<file path="src/rtl/shuffle_pkg.sv">
// ----------------------------------------------------------------------------
// shuffle_pkg
// Shared definitions for the shuffle index sequencer: default loop size,
// index type and the sequencer FSM state encoding.
// No ports.
// ----------------------------------------------------------------------------
package shuffle_pkg;

    localparam int MAX_ELEMENTS_DEF = 128;
    localparam int IDX_W_DEF        = $clog2(MAX_ELEMENTS_DEF);

    typedef logic [IDX_W_DEF-1:0] idx_t;

    // Explicit 3-bit encoding keeps the state vector compatible with older
    // register maps that expose it as a raw field.
    typedef enum logic [2:0] {
        sIdle       = 3'd0,
        sWaitPerm   = 3'd1,
        sResize     = 3'd2,
        sWaitResize = 3'd3,
        sReq        = 3'd4,
        sStream     = 3'd5,
        sDrain      = 3'd6
    } state_t;

endpackage

</file>
<file path="src/rtl/shuffle_idx_outreg.sv">
// ----------------------------------------------------------------------------
// shuffle_idx_outreg
// One-entry valid/ready output register carrying a shuffled index and its
// last-of-loop flag.
// Ports:
//   clk_in, rst_n_in   clock, async active-low reset
//   load               capture idx_d/last_d and assert valid
//   flush              drop the held entry (valid and last cleared)
//   ready              downstream accepts the entry when valid
//   idx_d, last_d      next entry
//   valid, idx, last   held entry
// ----------------------------------------------------------------------------
module shuffle_idx_outreg #(
    parameter int W = 7
) (
    input  logic         clk_in,
    input  logic         rst_n_in,
    input  logic         load,
    input  logic         flush,
    input  logic         ready,
    input  logic [W-1:0] idx_d,
    input  logic         last_d,
    output logic         valid,
    output logic [W-1:0] idx,
    output logic         last
);

    always_ff @(posedge clk_in or negedge rst_n_in) begin
        if (!rst_n_in) begin
            valid <= 1'b0;
            idx   <= '0;
            last  <= 1'b0;
        end else if (flush) begin
            valid <= 1'b0;
            last  <= 1'b0;
        end else if (load) begin
            valid <= 1'b1;
            idx   <= idx_d;
            last  <= last_d;
        end else if (valid && ready) begin
            // Accepted with nothing to replace it; idx keeps its last value.
            valid <= 1'b0;
            last  <= 1'b0;
        end
    end

endmodule

</file>
<file path="src/rtl/shuffle_index_sequencer.sv">
// ----------------------------------------------------------------------------
// shuffle_index_sequencer
// Consumer-side companion to the Fisher-Yates shuffler. Reads the published
// permutation bank one address per cycle and streams shuffled loop indices
// over valid/ready, while steering the shuffler so the next permutation is
// produced in the background.
//
// Optional feature macro: SHUF_BYPASS_EN
//   adds bypass_in; a loop started with bypass_in=1 streams the identity
//   order 0..N-1 without touching the shuffler.
//
// Ports:
//   clk_in, rst_n_in        clock, async active-low reset
//   loop_start_in           start pulse (honoured in idle only)
//   loop_count_in           trip count minus 1, sampled with loop_start_in
//   bypass_in               (SHUF_BYPASS_EN only) identity order for this loop
//   abort_in                terminate the current loop stream
//   idx_valid_out/idx_ready_in/idx_out/idx_last_out   index stream
//   idle_out                FSM idle
//   num_elements_out        element count minus 1 driven to the shuffler
//   rst_index_out           pulse: shuffler re-indexes to num_elements_out
//   perm_req_out            pulse: shuffler swaps banks, starts new permutation
//   perm_done_in            shuffler permutation-complete pulse
//   addr_out, data_in       bank read port (data_in combinational from addr)
//   num_elements_index_in   element count of the currently published bank
//
// state       | meaning
// ------------+-----------------------------------------------------------
// sIdle       | no loop active, waiting for loop_start_in
// sWaitPerm   | loop requested, shuffler still permuting
// sResize     | pulse rst_index_out to re-init shuffler at the new size
// sWaitResize | wait for the re-sized permutation to finish
// sReq        | pulse perm_req_out; bank swap makes fresh permutation readable
// sStream     | read bank at cnt, load output register
// sDrain      | last index loaded, wait for its acceptance
// ----------------------------------------------------------------------------
module shuffle_index_sequencer
    import shuffle_pkg::*;
#(
    parameter int MAX_ELEMENTS     = MAX_ELEMENTS_DEF,
    parameter int BITS_PER_ELEMENT = $clog2(MAX_ELEMENTS)
) (
    input  logic                        clk_in,
    input  logic                        rst_n_in,
    input  logic                        loop_start_in,
    input  logic [BITS_PER_ELEMENT-1:0] loop_count_in,
`ifdef SHUF_BYPASS_EN
    input  logic                        bypass_in,
`endif
    input  logic                        abort_in,
    output logic                        idx_valid_out,
    input  logic                        idx_ready_in,
    output logic [BITS_PER_ELEMENT-1:0] idx_out,
    output logic                        idx_last_out,
    output logic                        idle_out,
    output logic [BITS_PER_ELEMENT-1:0] num_elements_out,
    output logic                        rst_index_out,
    output logic                        perm_req_out,
    input  logic                        perm_done_in,
    output logic [BITS_PER_ELEMENT-1:0] addr_out,
    input  logic [BITS_PER_ELEMENT-1:0] data_in,
    input  logic [BITS_PER_ELEMENT-1:0] num_elements_index_in
);

    state_t                      state;
    state_t                      state_nxt;
    logic [BITS_PER_ELEMENT-1:0] cnt;
    logic [BITS_PER_ELEMENT-1:0] last_cnt;
    logic                        perm_pending;
    logic                        perm_busy;
    logic                        start;
    logic                        bypass_start;
    logic                        load;
    logic                        flush;
    logic                        at_last;
    logic [BITS_PER_ELEMENT-1:0] idx_d;

    assign start = loop_start_in && (state == sIdle);

`ifdef SHUF_BYPASS_EN
    logic bypass_r;

    assign bypass_start = bypass_in;
    assign idx_d        = bypass_r ? cnt : data_in;

    always_ff @(posedge clk_in or negedge rst_n_in) begin
        if (!rst_n_in) begin
            bypass_r <= 1'b0;
        end else if (start) begin
            bypass_r <= bypass_in;
        end
    end
`else
    assign bypass_start = 1'b0;
    assign idx_d        = data_in;
`endif

    // A done pulse arriving this cycle releases the wait immediately rather
    // than one cycle later through the pending register.
    assign perm_busy = perm_pending && !perm_done_in;

    assign at_last = (cnt == last_cnt);
    assign load    = (state == sStream) && (!idx_valid_out || idx_ready_in);
    assign flush   = abort_in && (state != sIdle);

    assign idle_out      = (state == sIdle);
    assign rst_index_out = (state == sResize);
    assign perm_req_out  = (state == sReq);
    assign addr_out      = cnt;

    always_comb begin
        state_nxt = state;
        case (state)
            sIdle: begin
                if (loop_start_in) begin
                    if (bypass_start) begin
                        state_nxt = sStream;
                    end else if (perm_busy) begin
                        state_nxt = sWaitPerm;
                    end else if (num_elements_index_in != loop_count_in) begin
                        state_nxt = sResize;
                    end else begin
                        state_nxt = sReq;
                    end
                end
            end
            sWaitPerm: begin
                if (!perm_busy) begin
                    state_nxt = (num_elements_index_in != last_cnt) ? sResize : sReq;
                end
            end
            sResize:     state_nxt = sWaitResize;
            sWaitResize: if (!perm_busy) state_nxt = sReq;
            sReq:        state_nxt = sStream;
            sStream:     if (load && at_last) state_nxt = sDrain;
            sDrain: begin
                if (idx_valid_out && idx_ready_in && idx_last_out) begin
                    state_nxt = sIdle;
                end
            end
            default:     state_nxt = sIdle;
        endcase
        if (flush) begin
            state_nxt = sIdle;
        end
    end

    always_ff @(posedge clk_in or negedge rst_n_in) begin
        if (!rst_n_in) begin
            state            <= sIdle;
            cnt              <= '0;
            last_cnt         <= '0;
            num_elements_out <= BITS_PER_ELEMENT'(MAX_ELEMENTS - 1);
            // The shuffler permutes on its own right after reset.
            perm_pending     <= 1'b1;
        end else begin
            state <= state_nxt;

            if (rst_index_out || perm_req_out) begin
                perm_pending <= 1'b1;
            end else if (perm_done_in) begin
                perm_pending <= 1'b0;
            end

            if (start) begin
                last_cnt <= loop_count_in;
                cnt      <= '0;
                // A bypass loop leaves the shuffler's size alone so a
                // background permutation is not disturbed.
                if (!bypass_start) begin
                    num_elements_out <= loop_count_in;
                end
            end else if (state == sReq) begin
                cnt <= '0;
            end else if (load && !at_last) begin
                // Holding at last_cnt keeps addr_out stable through drain
                // and keeps cnt from wrapping at MAX_ELEMENTS-1.
                cnt <= cnt + 1'b1;
            end
        end
    end

    shuffle_idx_outreg #(
        .W (BITS_PER_ELEMENT)
    ) u_outreg (
        .clk_in   (clk_in),
        .rst_n_in (rst_n_in),
        .load     (load),
        .flush    (flush),
        .ready    (idx_ready_in),
        .idx_d    (idx_d),
        .last_d   (at_last),
        .valid    (idx_valid_out),
        .idx      (idx_out),
        .last     (idx_last_out)
    );

endmodule

</file>
<file path="config.mk">
export PLATFORM = sky130hd
export DESIGN_NAME = shuffle_index_sequencer
export DESIGN_NICKNAME = d
export VERILOG_FILES = /design/src/rtl/shuffle_pkg.sv /design/src/rtl/shuffle_idx_outreg.sv /design/src/rtl/shuffle_index_sequencer.sv
export SDC_FILE = /design/constraint.sdc
export NUM_CORES = 1
export LEC_CHECK = 0
export BUFFER_PORTS_ARGS = -buffer_cell sky130_fd_sc_hd__buf_2
export CORE_MARGIN = 2
export CORE_UTILIZATION = 45
export CTS_BUF_LIST = sky130_fd_sc_hd__clkbuf_16
export CTS_CLUSTER_SIZE = 12
export DETAILED_ROUTE_END_ITERATION = 8
export PLACE_DENSITY = 0.75
export SLEW_MARGIN = 25
export SYNTH_ARGS = -nofsm -noshare
export SYNTH_HDL_FRONTEND = slang
export SYNTH_HIERARCHICAL = 1
export SYNTH_SLANG_ARGS = --single-unit
</file>
<file path="constraint.sdc">
create_clock -name clk_in -period 2.17 [get_ports clk_in]
set_clock_uncertainty 0.1 [all_clocks]
set_input_delay 0.1085 -clock clk_in [delete_from_list [all_inputs] [get_ports clk_in]]
set_output_delay 0.1085 -clock clk_in [all_outputs]
set_load 0.01 [all_outputs]
</file>
# Word-level counts from Yosys, hierarchy flattened
# Cells that the tools add are included.
[word_totals] reg_bits=34 in_bits=27
[classes] add_sub_neg=1 eq_ne=14 n_mux=20 bitwise_logic=1 reduce_logical=20
[ops] op="3-bit 2-to-1 mux" count=9
[ops] op="7-bit 2-to-1 mux" count=3
[ops] op="3-bit case mux with 7 select lines" count=1
[ops] op="7-bit != test" count=2
[ops] op="3-bit == test, second input constant" count=3
[ops] op="3-bit != test, second input constant" count=3
[ops] op="3-bit nonzero test" count=3
[ops] op="1-bit logical AND" count=8
[ops] op="7-bit by 1-bit adder with 7-bit output, second input constant" count=1
[ops] op="7-bit == test" count=1
[ops] op="1-bit 2-to-1 mux" count=7
[ops] op="3-bit by 2-bit == test with 1-bit output, second input constant" count=2
[ops] op="3-bit by 2-bit != test with 1-bit output, second input constant" count=2
[ops] op="5-bit AND reduction" count=1
[ops] op="3-bit by 1-bit == test with 1-bit output, second input constant" count=1
[ops] op="1-bit zero test" count=3
[ops] op="3-bit zero test" count=1
[ops] op="1-bit logical OR" count=2
[ops] op="2-bit AND reduction" count=1
[ops] op="2-bit nonzero test" count=1
[ops] op="1-bit NOT" count=1

# Longest topological paths before layout
[depth] depth_word=7 depth_mapped=7

# Hierarchy
# Netlist, hierarchy kept.
[by_module_without_submodules] module="shuffle_index_sequencer" instances=1 cells_each=162 area_per_inst_um2=1443.9 seq_area_each_um2=635.6
[by_module_without_submodules] module="shuffle_idx_outreg" instances=1 cells_each=25 area_per_inst_um2=387.9 seq_area_each_um2=225.2

# Worst setup path after synthesis
# OpenSTA, ideal clock, no wires.
[synth_timing] path_type="register to register" start="register state[1]" end="register u_outreg.idx[0]" t_arrival_ns=1.508 required_ns=1.945 slack_ns=0.436 path_stages_with_launch=7 cell_sequence="dfrtp_1 buf_2 nor3_2 nor2_1 nor2b_4 buf_6 mux2_4"
[synth_between] elab_chain_len=4
[synth_lines] item="start, declared" line_no="shuffle_index_sequencer.sv:65" text="state_t state;"
[synth_lines] item="start signal, assigned" line_no="shuffle_index_sequencer.sv:150" text="state <= sIdle;"
[synth_lines] item="start signal, assigned" line_no="shuffle_index_sequencer.sv:157" text="state <= state_nxt;"
[synth_lines] item="3-bit nonzero test" line_no="shuffle_index_sequencer.sv:104" text="assign flush = abort_in && (state != sIdle);"
[synth_lines] item="1-bit logical AND" line_no="shuffle_index_sequencer.sv:104"
[synth_lines] item="named net flush" line_no="shuffle_index_sequencer.sv:74" text="logic flush;"
[synth_lines] item="1-bit NOT (no source line)"
[synth_lines] item="2-bit AND reduction (no source line)"
[synth_lines] item="end signal, assigned" line_no="shuffle_idx_outreg.sv:38" text="idx <= idx_d;"
[synth_lines] item="end, declared" line_no="shuffle_idx_outreg.sv:24" text="output logic [W-1:0] idx,"
# The timed path passes the listed nets, and every way through them passes these cells.
# A chain may end at the register's enable or synchronous reset.

# Worst setup path after layout
[layout_timing] start="register state[0]" end="register u_outreg.idx[4]"
# The elaborated chain is that of the path after synthesis.

==> out/qor.yml <==
power:
  seq_power_share_pct: 38.8
  peakVddDrop_v: 0.000697
  leakage_nw: 1.28
  p_int_w: 0.00187
  combPwrFrac_pct: 39.0
  switching_share_pct: 37.5
  power.switching_w: 0.00112
  clockPowerShare_pct: 22.1
  p_per_area_mw_per_mm2: 1240
worst_setup_path:
  cpPeakStageDelay_ns: 0.52
  crit_type: "reg -> reg"
  critPathMaxFanout: 13
  cp-start-kind: "flip-flop"
  path_delay_family: "simple AND/OR/NAND/NOR gates"
  slowest_stage: "dfrtp_1"
  cp.required_ns: 2.23
  cp-end-kind: "flip-flop"
  path_buf_inv: 0
  crit_chain: "nor3_2, nor2_1, nor2b_4, mux2_4"
  crit_arrival_ns: 1.94
route:
  drc: 0
  via_per_inst: 5.19
  num_vias: 1592
  wl_per_cell_um: 13.9
  first_pass_iters: 4
  first_iter_violations: 122
  wl_um: 4280
  drtAntennaViolNets: 0
sta:
  finalHoldViolCount: 0
  tns_ns: 0
  drv_slew: 0
  rsz0062_at_grt: "no"
  tightest_slew_ns: 0.752
  period_minus_slack_ns: 1.89
  period_share_pct: 86.9
  setup_viol: 0
  relSlewSlack_pct: 49.9
  fmax_mhz: 530
global_routing:
  antenna_found_initial: 0
  grt_first_pass_wirelength_um: 6910
  grt_start_max_net_pins: 35
  grt_pass1_vias: 1494
  gr-total-overflow: 0
  track_usage_pct: 20.5
final_layout:
  multi_input_area_um2: 917
  drive_above_1_share_pct: 31.5
  seq_area_um2: 861
  syn_to_final_growth_pct: 31.8
  final_cell_count_no_fill: 307
  final_nets: 284
  n_antenna_cell: 0
  fill_cells: 327
floorplan:
  fp.dieArea_mm2: 0.00460
  chipHeight_um: 67.8
  std_cell_rows: 23
  dieWidth_um: 67.8
  initial_utilization_pct: 46.1
  ios: 53
  core_area_mm2: 0.00397
cts:
  cts_tree: "built"
  cts_sinks: 34
  clock_path_buffers: 2
  cts_buffers: 5
  root_buffer: "clkbuf_16"
  ctsHtreeMaxLevel: 2
  cts_resized: 0
  clkTransAtPathRegs_ns: 0.05
  insertion_delay_ns: 0.28
logic_synthesis:
  syn_nets: 215
  synthesis.area_mm2: 0.00183
  ys.flop_type: "dfrtp_1"
  synth.ff_latch_count: 34
  synth-edff-count: 0
  yosysWarnings: 6
  ys_types: 38
  synth_sequential_area_ratio_pct: 47.0
  synth_area_per_cell_um2: 9.80
  yosysMostFrequentCell: "nand2_1"
  yosys.area.top_type: "dfrtp_1"
  synth_top_cell_area_share_pct: 35.5
  syn-instance-count: 187
  synth_area_leaders: "dfrtp_1 (36%), dfstp_2 (11%), nand2_1 (11%)"
  async_reset_ff_share_pct: 100
  yosys-top-cells-count: "nand2_1 (52), dfrtp_1 (26), xor2_1 (21), dfstp_2 (8)"
placed_design:
  port_buffers: 52
  dpl.hpwl_um: 2970
  placedCellCount: 284
  place_congestion: 0.852
worst_hold_path:
  hold_path.class: "in -> reg"
flow_run:
  drv_cap: 0
status:
  status: "completed"
state kept, by name, summed over array words and instances (netlist names):
register          cells
addr_out              7
last_cnt              7
num_elements_out      7
perm_pending          1
state                 3
u_outreg/idx          7
u_outreg/last         1
u_outreg/valid        1
layer usage:
metal,GRT usage [%],part of all wire (%),up-vias
met2,31.6,49,56
li1,-,-,776
met3,5.00,6.0,15
met5,0,0,-
met4,9.50,2.2,0
met1,27.1,43,745
power by group through the flow:
stage | clock [W] | combinational, W | sequential (W)
floorplan | 0 | 0.000797 | 0.00115
global placement | 0 | 0.00112 | 0.00115
detailed placement | 0 | 0.00114 | 0.00115
CTS | 0.000670 | 0.00117 | 0.00115
global route | 0.000694 | 0.00132 | 0.00119
finish | 0.000662 | 0.00117 | 0.00116
worst reg2reg max path: stages (launching register included):
cell     delay, ns
dfrtp_1       0.52
nor3_2        0.35
nor2_1        0.15
nor2b_4       0.31
mux2_4        0.34
per-stage QoR:
step	cell area [µm²]	worst slack (ns)	hold slack, ns	utilization (%)	total power [W]
2_1_floorplan	1830	0.436	-0.287	-	0.00194
3_3_place_gp	2130	0.366	0.120	53.6	0.00228
3_5_place_dp	2130	0.338	0.126	53.6	0.00230
4_1_cts	2410	0.303	0.0133	60.8	0.00300
5_1_grt	2410	0.176	0.0373	60.8	0.00321
6_report	2410	0.285	0.0275	60.8	0.00299
path summary, 6_finish.rpt:
path	start	to	slack, ns	cells after the start
worst max register to register	state[0]	u_outreg/idx[4]	0.28	4
worst max-delay path	state[0]	u_outreg/idx[4]	0.28	4
worst min register to register	num_elements_out[4]	num_elements_out[4]	0.36	2
worst min-delay path	abort_in	state[1]	0.03	2
max in group asynchronous	rst_n_in	u_outreg/idx[1]	1.16	2
min in group asynchronous	rst_n_in	state[2]	0.34	2
timing repair:
item	4_1_cts	5_1_grt
setup buffers	0	0
hold buffers	15	0
endpoints found under the hold margin	47	0
layout make-up:
type | instances | share of cell area, %
Multi-Input combinational cell | 142 | 38.0
Sequential cell | 34 | 35.6
Timing Repair Buffer | 68 | 17.3
Clock buffer | 5 | 5.18
Tap cell | 50 | 2.59
Inverter | 5 | 0.777
Clock inverter | 3 | 0.518
kinds of logic (layout without fill, tap and decap cells):
family,count (synthesis),count (layout),share of synthesized area (%)
DFF,34,34,47.0
AOI/OAI and AO/OA,18,18,6.69
xor gates and xnor gates,21,21,10.0
buffers and inverters,11,81,2.94
and+or+nand+nor,89,89,23.6
muxes,13,13,9.02
adders and majority gates,1,1,0.683
placed cells by master, fill, tap and decap left out, drive strengths merged, types with 2 or more instances in the layout:
cell	instances
or3	2
o32ai	2
clkinv	2
a21oi	5
clkbuf	5
nand3	3
a31oi	3
nand4	5
nor4	6
buf	53
mux2i	6
dfstp	8
dlygate4sd3	15
nand2	52
mux2	7
nor2b	2
xor2	21
dfrtp	26
nor2	7
nand2b	2
o21ai	3
a32oi	2
nor3	4
inv	6
and2	2
No activity file was read; power rests on OpenSTA's default activity.
